[config.mk]
export PLATFORM = sky130hd
export DESIGN_NAME = button_conditioner
export DESIGN_NICKNAME = d
export VERILOG_FILES = /design/src/rtl/button_conditioner_pkg.sv /design/src/rtl/btn_debounce_bit.sv /design/src/rtl/button_conditioner.sv
export SDC_FILE = /design/constraint.sdc
export NUM_CORES = 1
export LEC_CHECK = 0
export CORE_ASPECT_RATIO = 0.6
export CORE_UTILIZATION = 25
export DETAILED_ROUTE_END_ITERATION = 8
export SLEW_MARGIN = 20
export SYNTH_ARGS = -nofsm -noshare
export SYNTH_HDL_FRONTEND = slang
export SYNTH_HIERARCHICAL = 1
export SYNTH_SLANG_ARGS = --single-unit
[constraint.sdc]
create_clock -name clk -period 5.39 [get_ports clk]
set_clock_uncertainty 0.2 [all_clocks]
set_input_delay 0.539 -clock clk [delete_from_list [all_inputs] [get_ports clk]]
set_output_delay 0.539 -clock clk [all_outputs]
set_load 0.02 [all_outputs]
[src/rtl/button_conditioner_pkg.sv]
// Shared types and timing constants for the quiz button front end.
// Arm FSM encoding plus the default 10 ms debounce length at CLK_HZ.
package button_conditioner_pkg;

    typedef enum logic {
        ARMED  = 1'b0,
        LOCKED = 1'b1
    } arm_state_t;

    localparam int CLK_HZ = 10_000_000;
    localparam int DEBOUNCE_MS = 10;
    localparam int DEBOUNCE_CYCLES_10MS =
        CLK_HZ / 1000 * DEBOUNCE_MS;

endpackage

[src/rtl/btn_debounce_bit.sv]
// One button: two-flop synchroniser, run-length counter, debounced level.
// rise flags the cycle whose clock edge will raise the level.
module btn_debounce_bit
    import button_conditioner_pkg::*;
#(
    parameter int DEBOUNCE_CYCLES = DEBOUNCE_CYCLES_10MS,
    parameter int CNT_W = 17
) (
    input  logic clk,
    input  logic rst_n,
    input  logic raw,
    output logic level,
    output logic rise
);

    localparam logic [CNT_W-1:0] LAST =
        CNT_W'(DEBOUNCE_CYCLES - 1);

    logic [1:0]       sync_q;
    logic [CNT_W-1:0] cnt;
    logic             differ;
    logic             expire;

    assign differ = sync_q[1] ^ level;
    assign expire = differ && (cnt == LAST);
    assign rise   = expire && !level;

    always_ff @(posedge clk or negedge rst_n) begin
        if (!rst_n) begin
            sync_q <= '0;
            cnt    <= '0;
            level  <= 1'b0;
        end else begin
            sync_q <= {sync_q[0], raw};
            // any return to the old level discards progress
            if (!differ) begin
                cnt <= '0;
            end else if (expire) begin
                cnt   <= '0;
                level <= ~level;
            end else begin
                cnt <= cnt + 1'b1;
            end
        end
    end

endmodule

[src/rtl/button_conditioner.sv]
// Quiz button front end: per-bit debounce, press pulses, priority code
// and an arm/lock FSM accepting one press per full release.
module button_conditioner
    import button_conditioner_pkg::*;
#(
    parameter int NUM_BTN = 7,
    parameter int DEBOUNCE_CYCLES = DEBOUNCE_CYCLES_10MS,
    parameter int CNT_W = 17
) (
    input  logic               clk,
    input  logic               rst_n,
    input  logic [NUM_BTN-1:0] btn_raw,
    output logic [NUM_BTN-1:0] btn_level,
    output logic [NUM_BTN-1:0] btn_pulse,
    output logic               any_level,
    output logic               press_strobe,
    output logic [2:0]         press_code,
    output logic               locked
);

    if (NUM_BTN < 1 || NUM_BTN > 7 || DEBOUNCE_CYCLES < 1 ||
        (2 ** CNT_W) <= DEBOUNCE_CYCLES) begin : g_bad_param
        $error("button_conditioner: illegal parameters");
    end

    logic [NUM_BTN-1:0] rise;
    arm_state_t         state_q;
    arm_state_t         state_d;
    logic [2:0]         enc;
    logic [2:0]         code_d;
    logic               strobe_d;

    for (genvar i = 0; i < NUM_BTN; i++) begin : g_bit
        btn_debounce_bit #(
            .DEBOUNCE_CYCLES(DEBOUNCE_CYCLES),
            .CNT_W(CNT_W)
        ) u_bit (
            .clk(clk),
            .rst_n(rst_n),
            .raw(btn_raw[i]),
            .level(btn_level[i]),
            .rise(rise[i])
        );
    end

    assign any_level = |btn_level;

    // scan downward so the lowest set bit has the last word
    always_comb begin
        enc = 3'd0;
        for (int i = NUM_BTN - 1; i >= 0; i--) begin
            if (btn_level[i]) enc = 3'(i + 1);
        end
    end

    always_ff @(posedge clk or negedge rst_n) begin
        if (!rst_n) state_q <= ARMED;
        else        state_q <= state_d;
    end

    always_comb begin
        state_d = state_q;
        unique case (state_q)
            ARMED:  if (any_level)  state_d = LOCKED;
            LOCKED: if (!any_level) state_d = ARMED;
            default: state_d = ARMED;
        endcase
    end

    always_comb begin
        locked   = (state_q == LOCKED);
        strobe_d = (state_q == ARMED) && any_level;
        code_d   = strobe_d ? enc : press_code;
    end

    always_ff @(posedge clk or negedge rst_n) begin
        if (!rst_n) begin
            btn_pulse    <= '0;
            press_strobe <= 1'b0;
            press_code   <= 3'd0;
        end else begin
            btn_pulse    <= rise;
            press_strobe <= strobe_d;
            press_code   <= code_d;
        end
    end

endmodule

---- Word level (Yosys, flattened, before mapping) ----
Index checks and enable logic that the tools add are counted.
storage, ports and cells
  register bits after elaboration ......... 152
  latch bits .............................. 0
  memory bits (writable) .................. 0
  bits in read-only memories .............. 0
  bits of input ports ..................... 9
  output and inout port bits .............. 20
  logic and storage cells ................. 106
  memories kept ........................... 0
cells by class
  add/sub/neg operators ................... 7
  multiply operators ...................... 0
  divide/modulo/power cells ............... 0
  order comparisons ....................... 0
  equal/unequal tests ..................... 7
  shift operators ......................... 0
  mux-type cells .......................... 22
  bitwise gates (word level) .............. 15
  reduce and logical (&&, ||, !) cells .... 30
operator list
  cell                                            number
  2-to-1 mux 17 bit                               14
  adder 17 x 1 -> 17 bit (second input constant)  7
  equality test 17 bit (second input constant)    7
  2-to-1 mux 3 bit                                7
  logical AND 1 bit                               15
  AND reduction 2 bit                             7
  NOT 1 bit                                       8
  logical NOT 1 bit                               7
  OR reduction 7 bit                              1
  XOR 1 bit                                       7
  2-to-1 mux 1 bit                                1

---- Logic depth before layout (Yosys ltp) ----
  depth in word-level cells ............... 7
  gate-level depth with buffers ........... 6
  gate-level depth less buffers ........... 5

---- Cells and area by module ----
Netlist, hierarchy kept.
modules (own cells, without submodules)
  module              instances  cells an instance  area an instance (um^2)
  btn_debounce_bit    7          89                 1006.0
  button_conditioner  1          28                 412.9

---- Worst setup path before layout ----
Ideal clock, no wire load.
  path kind ............................... register -> output
  start ................................... register g_bit[3].u_bit.level
  end ..................................... output any_level
  arrival ................................. 1.098 ns
  required time ........................... 4.651 ns
  setup slack ............................. 3.553 ns
  stages on the path, launching flop included .. 3
  path buffers ............................ 0
  path through ............................ dfrtp_1 nor4_4 nand2_1
on the way
  word-level cells in the longest chain between the ends .. 1
ends and longest elaborated chain
  element                   line                      RTL
  start: declaration        btn_debounce_bit.sv:12    output logic level,
  start signal: assignment  btn_debounce_bit.sv:40    level <= ~level;
  OR reduction 7 bit        button_conditioner.sv:46  assign any_level = |btn_level;
  end: declaration          button_conditioner.sv:15  output logic any_level,
No other way between the ends.

---- Worst setup path after layout ----
Ends and elaborated chain as after synthesis.

==> flow_summary.yaml <==
status:
  status: "completed"
die:
  die_w_um: 225
  initial_utilization_pct: 25.7
  io-pin-count: 29
  core.rowCount: 48
  die-area_mm2: 0.0305
  core_mm2: 0.0290
  die_h_um: 136
detailed_routing:
  wl_per_cell_um: 13.8
  drc: 0
  first_iter_violations: 350
  wl_mm: 15.2
  drt-vias-per-instance: 4.37
  ant_nets: 0
  dr.pass1.iters: 4
  dr_total_vias: 4842
timing:
  tns_ns: 0
  tightest_slew_ns: 0.853
  hold_viol: 0
  slew_headroom_pct: 43.1
  rsz0062_at_grt: "false"
  min_period_ns: 2.73
  finalCritPeriodShare_pct: 50.6
  max_clock_freq_ghz: 0.367
  finalSetupViolCount: 0
  slew_viol_final: 0
cells_and_area:
  nNetsFinal: 710
  syn_to_final_growth_pct: 17.1
  n_fill_cell: 2933
  multi_input_area_mm2: 0.00345
  diodes: 0
  drive_gt1_share_pct: 16.0
  ff_latch_area_mm2: 0.00380
pwr:
  intPower_mw: 1.93
  combPwrFrac_pct: 3.1
  totalPowerFinal_mw: 2.49
  p_per_area_mw_per_mm2: 286
  leakagePower_nw: 3.68
  vdd_drop_max_mv: 0.215
  p_sw_mw: 0.559
  p_sw_share_pct: 22.4
  seq_power_share_pct: 47.4
  clkPwrFrac_pct: 49.5
placed_design:
  hpwl_mm: 10.5
  gp_routability_congestion: 0.809
  numPortBuffers: 28
synthesis:
  synth_xor_area_share_pct: 13.2
  yosysUniqueCellTypes: 31
  synthMuxAreaShare_pct: 1.06
  synth_fp_nets: 667
  synth_compound_area_share_pct: 0.789
  ys_seq_area_share_pct: 51.0
  postSynthAreaPerCell_um2: 11.5
  synth_cells: 651
  yosysWarnings: 6
  synthSimpleGateAreaFrac_pct: 30.2
  ys.flop_type: "dfrtp_1"
  synth_fa_ha_area_share_pct: 1.17
  synthArstFlopShare_pct: 100
  synth_seq_cells: 152
  synth_top_family_by_area: "simple AND/OR/NAND/NOR gates"
  synth_edf_count: 0
  syn_area_mm2: 0.00745
clocking:
  cts_setup_buffers: 0
  cts_hold_buffers: 1
  htreeDepth: 4
  clk_pin_slew_worst_paths_ns: 0.06
  clock_latency_ns: 0.43
  cts_tree: "built"
  clkSinkCount: 152
  ctsLongestPathBuffers: 2
  post_cts_resized: 0
  cts_buffers: 17
  cts-root-buf: "clkbuf_16"
grt:
  overflow: 0
  grt_max_degree: 68
  grt_pass1_vias: 4698
  grt_usage_pct: 10.8
  grt_pass1_wl_mm: 25.3
  antenna_found_initial: 0
worst_setup_path:
  cp-start-kind: "register"
  end_kind: "primary output"
  path_class: "reg -> out"
  required_ns: 4.65
  path_max_fanout: 7
  crit_arrival_ns: 1.99
run:
  cap_viol_max_count: 0
hold_path:
  hp-class: "reg -> reg"
final cells by class:
cell class | instances | area share, %
flip-flops and latches | 152 | 43.6
repair buffers | 31 | 3.51
clock buffers | 21 | 5.28
well taps | 400 | 5.73
clock inverters | 11 | 1.68
inverters | 15 | 0.645
multi-input cells | 477 | 39.6
power groups by stage:
stage	combinational, mW	clock (mW)	sequential (mW)
floorplan	0.0488	0	1.20
global placement	0.0798	0	1.20
detailed placement	0.0805	0	1.20
CTS	0.0818	1.27	1.18
global route	0.0909	1.32	1.18
finish	0.0780	1.23	1.18
critical path, cell delays in order, from the launching register on:
cell             delay (ns)
dfrtp_1                0.47
nor4_4                 0.40
nand2_1                0.14
clkdlybuf4s50_1        0.56
layout by cell type, fill, tap and decap left out, types with 2 or more instances in the layout:
cell type / synthesis / final
nor4_2: 14 / 14
nor3_1: 29 / 29
clkinvlp_4: 0 / 2
nand3_1: 28 / 28
and4bb_1: 7 / 7
buf_4: 0 / 2
clkinv_2: 0 / 3
nor4_1: 28 / 28
nor2_2: 21 / 21
mux2_1: 7 / 7
inv_1: 15 / 15
bufinv_16: 0 / 3
nor3b_1: 7 / 7
clkbuf_1: 0 / 2
clkbuf_8: 0 / 2
clkdlybuf4s50_1: 0 / 27
nand4_2: 21 / 21
nand2_4: 7 / 7
and4b_1: 7 / 7
clkbuf_16: 0 / 17
and4_1: 7 / 7
nand3_2: 7 / 7
xor2_1: 35 / 35
clkinv_4: 0 / 2
nand2_1: 29 / 29
ha_1: 7 / 7
dfrtp_1: 152 / 152
and3_1: 7 / 7
xnor2_1: 77 / 77
nand4_1: 14 / 14
o22a_1: 3 / 3
nor2_1: 100 / 100
a21oi_1: 3 / 3
nand4_4: 7 / 7
through the flow:
step	area [um^2]	instances	worst slack, ns	hold slack, ns	util, %
after global placement	8110	1074	3.05	0.137	28.0
after floorplan	7450	651	3.55	0.0434	-
after detailed placement	8110	1074	3.08	0.140	28.0
final	8730	1107	2.66	0.151	30.1
after CTS	8730	1107	2.60	0.155	30.1
after global routing	8730	1107	2.54	0.156	30.1
cell families (layout without fill, tap and decap cells):
group | Yosys count | in the layout
DFF | 152 | 152
buffers and inverters | 22 | 78
and+or+nand+nor | 343 | 343
adders and majority gates | 7 | 7
xor gates and xnor gates | 112 | 112
muxes | 7 | 7
AOI/OAI and AO/OA | 8 | 8
cell usage after synthesis, drive strengths merged, types with 15 or more instances:
cell type | instances | area share (%)
dfrtp | 152 | 51
nor4 | 43 | 5.0
inv | 15 | 0.76
xor2 | 35 | 4.1
nand2 | 36 | 2.5
nor2 | 121 | 6.8
nor3 | 29 | 1.9
xnor2 | 77 | 9.0
nand4 | 42 | 6.7
nand3 | 35 | 2.8
final timing paths:
kind	start	end	slack, ns	cells past startpoint
max	g_bit[3].u_bit/level	any_level	2.66	3
max in group asynchronous	rst_n	g_bit[6].u_bit/sync_q[1]	3.40	3
max reg2reg	g_bit[1].u_bit/cnt[0]	g_bit[1].u_bit/level	3.40	4
min	g_bit[6].u_bit/sync_q[0]	g_bit[6].u_bit/sync_q[1]	0.15	0
min reg2reg	g_bit[6].u_bit/sync_q[0]	g_bit[6].u_bit/sync_q[1]	0.15	0
min in group asynchronous	rst_n	g_bit[5].u_bit/cnt[3]	0.39	2
state kept, by name, summed over array words and instances (netlist names):
register / cells
btn_pulse: 7
locked: 1
g_bit.u_bit/sync_q: 14
g_bit.u_bit/cnt: 119
press_code: 3
g_bit.u_bit/level: 7
press_strobe: 1
layer usage:
layer | part of all wire, % | vias up | GRT usage, %
met4 | 1.4 | 0 | 4.01
met5 | 0 | - | 0
li1 | - | 2386 | -
met2 | 41 | 63 | 14.5
met1 | 54 | 2376 | 16.0
met3 | 3.4 | 17 | 3.23
No activity file was read; power rests on OpenSTA's default activity.
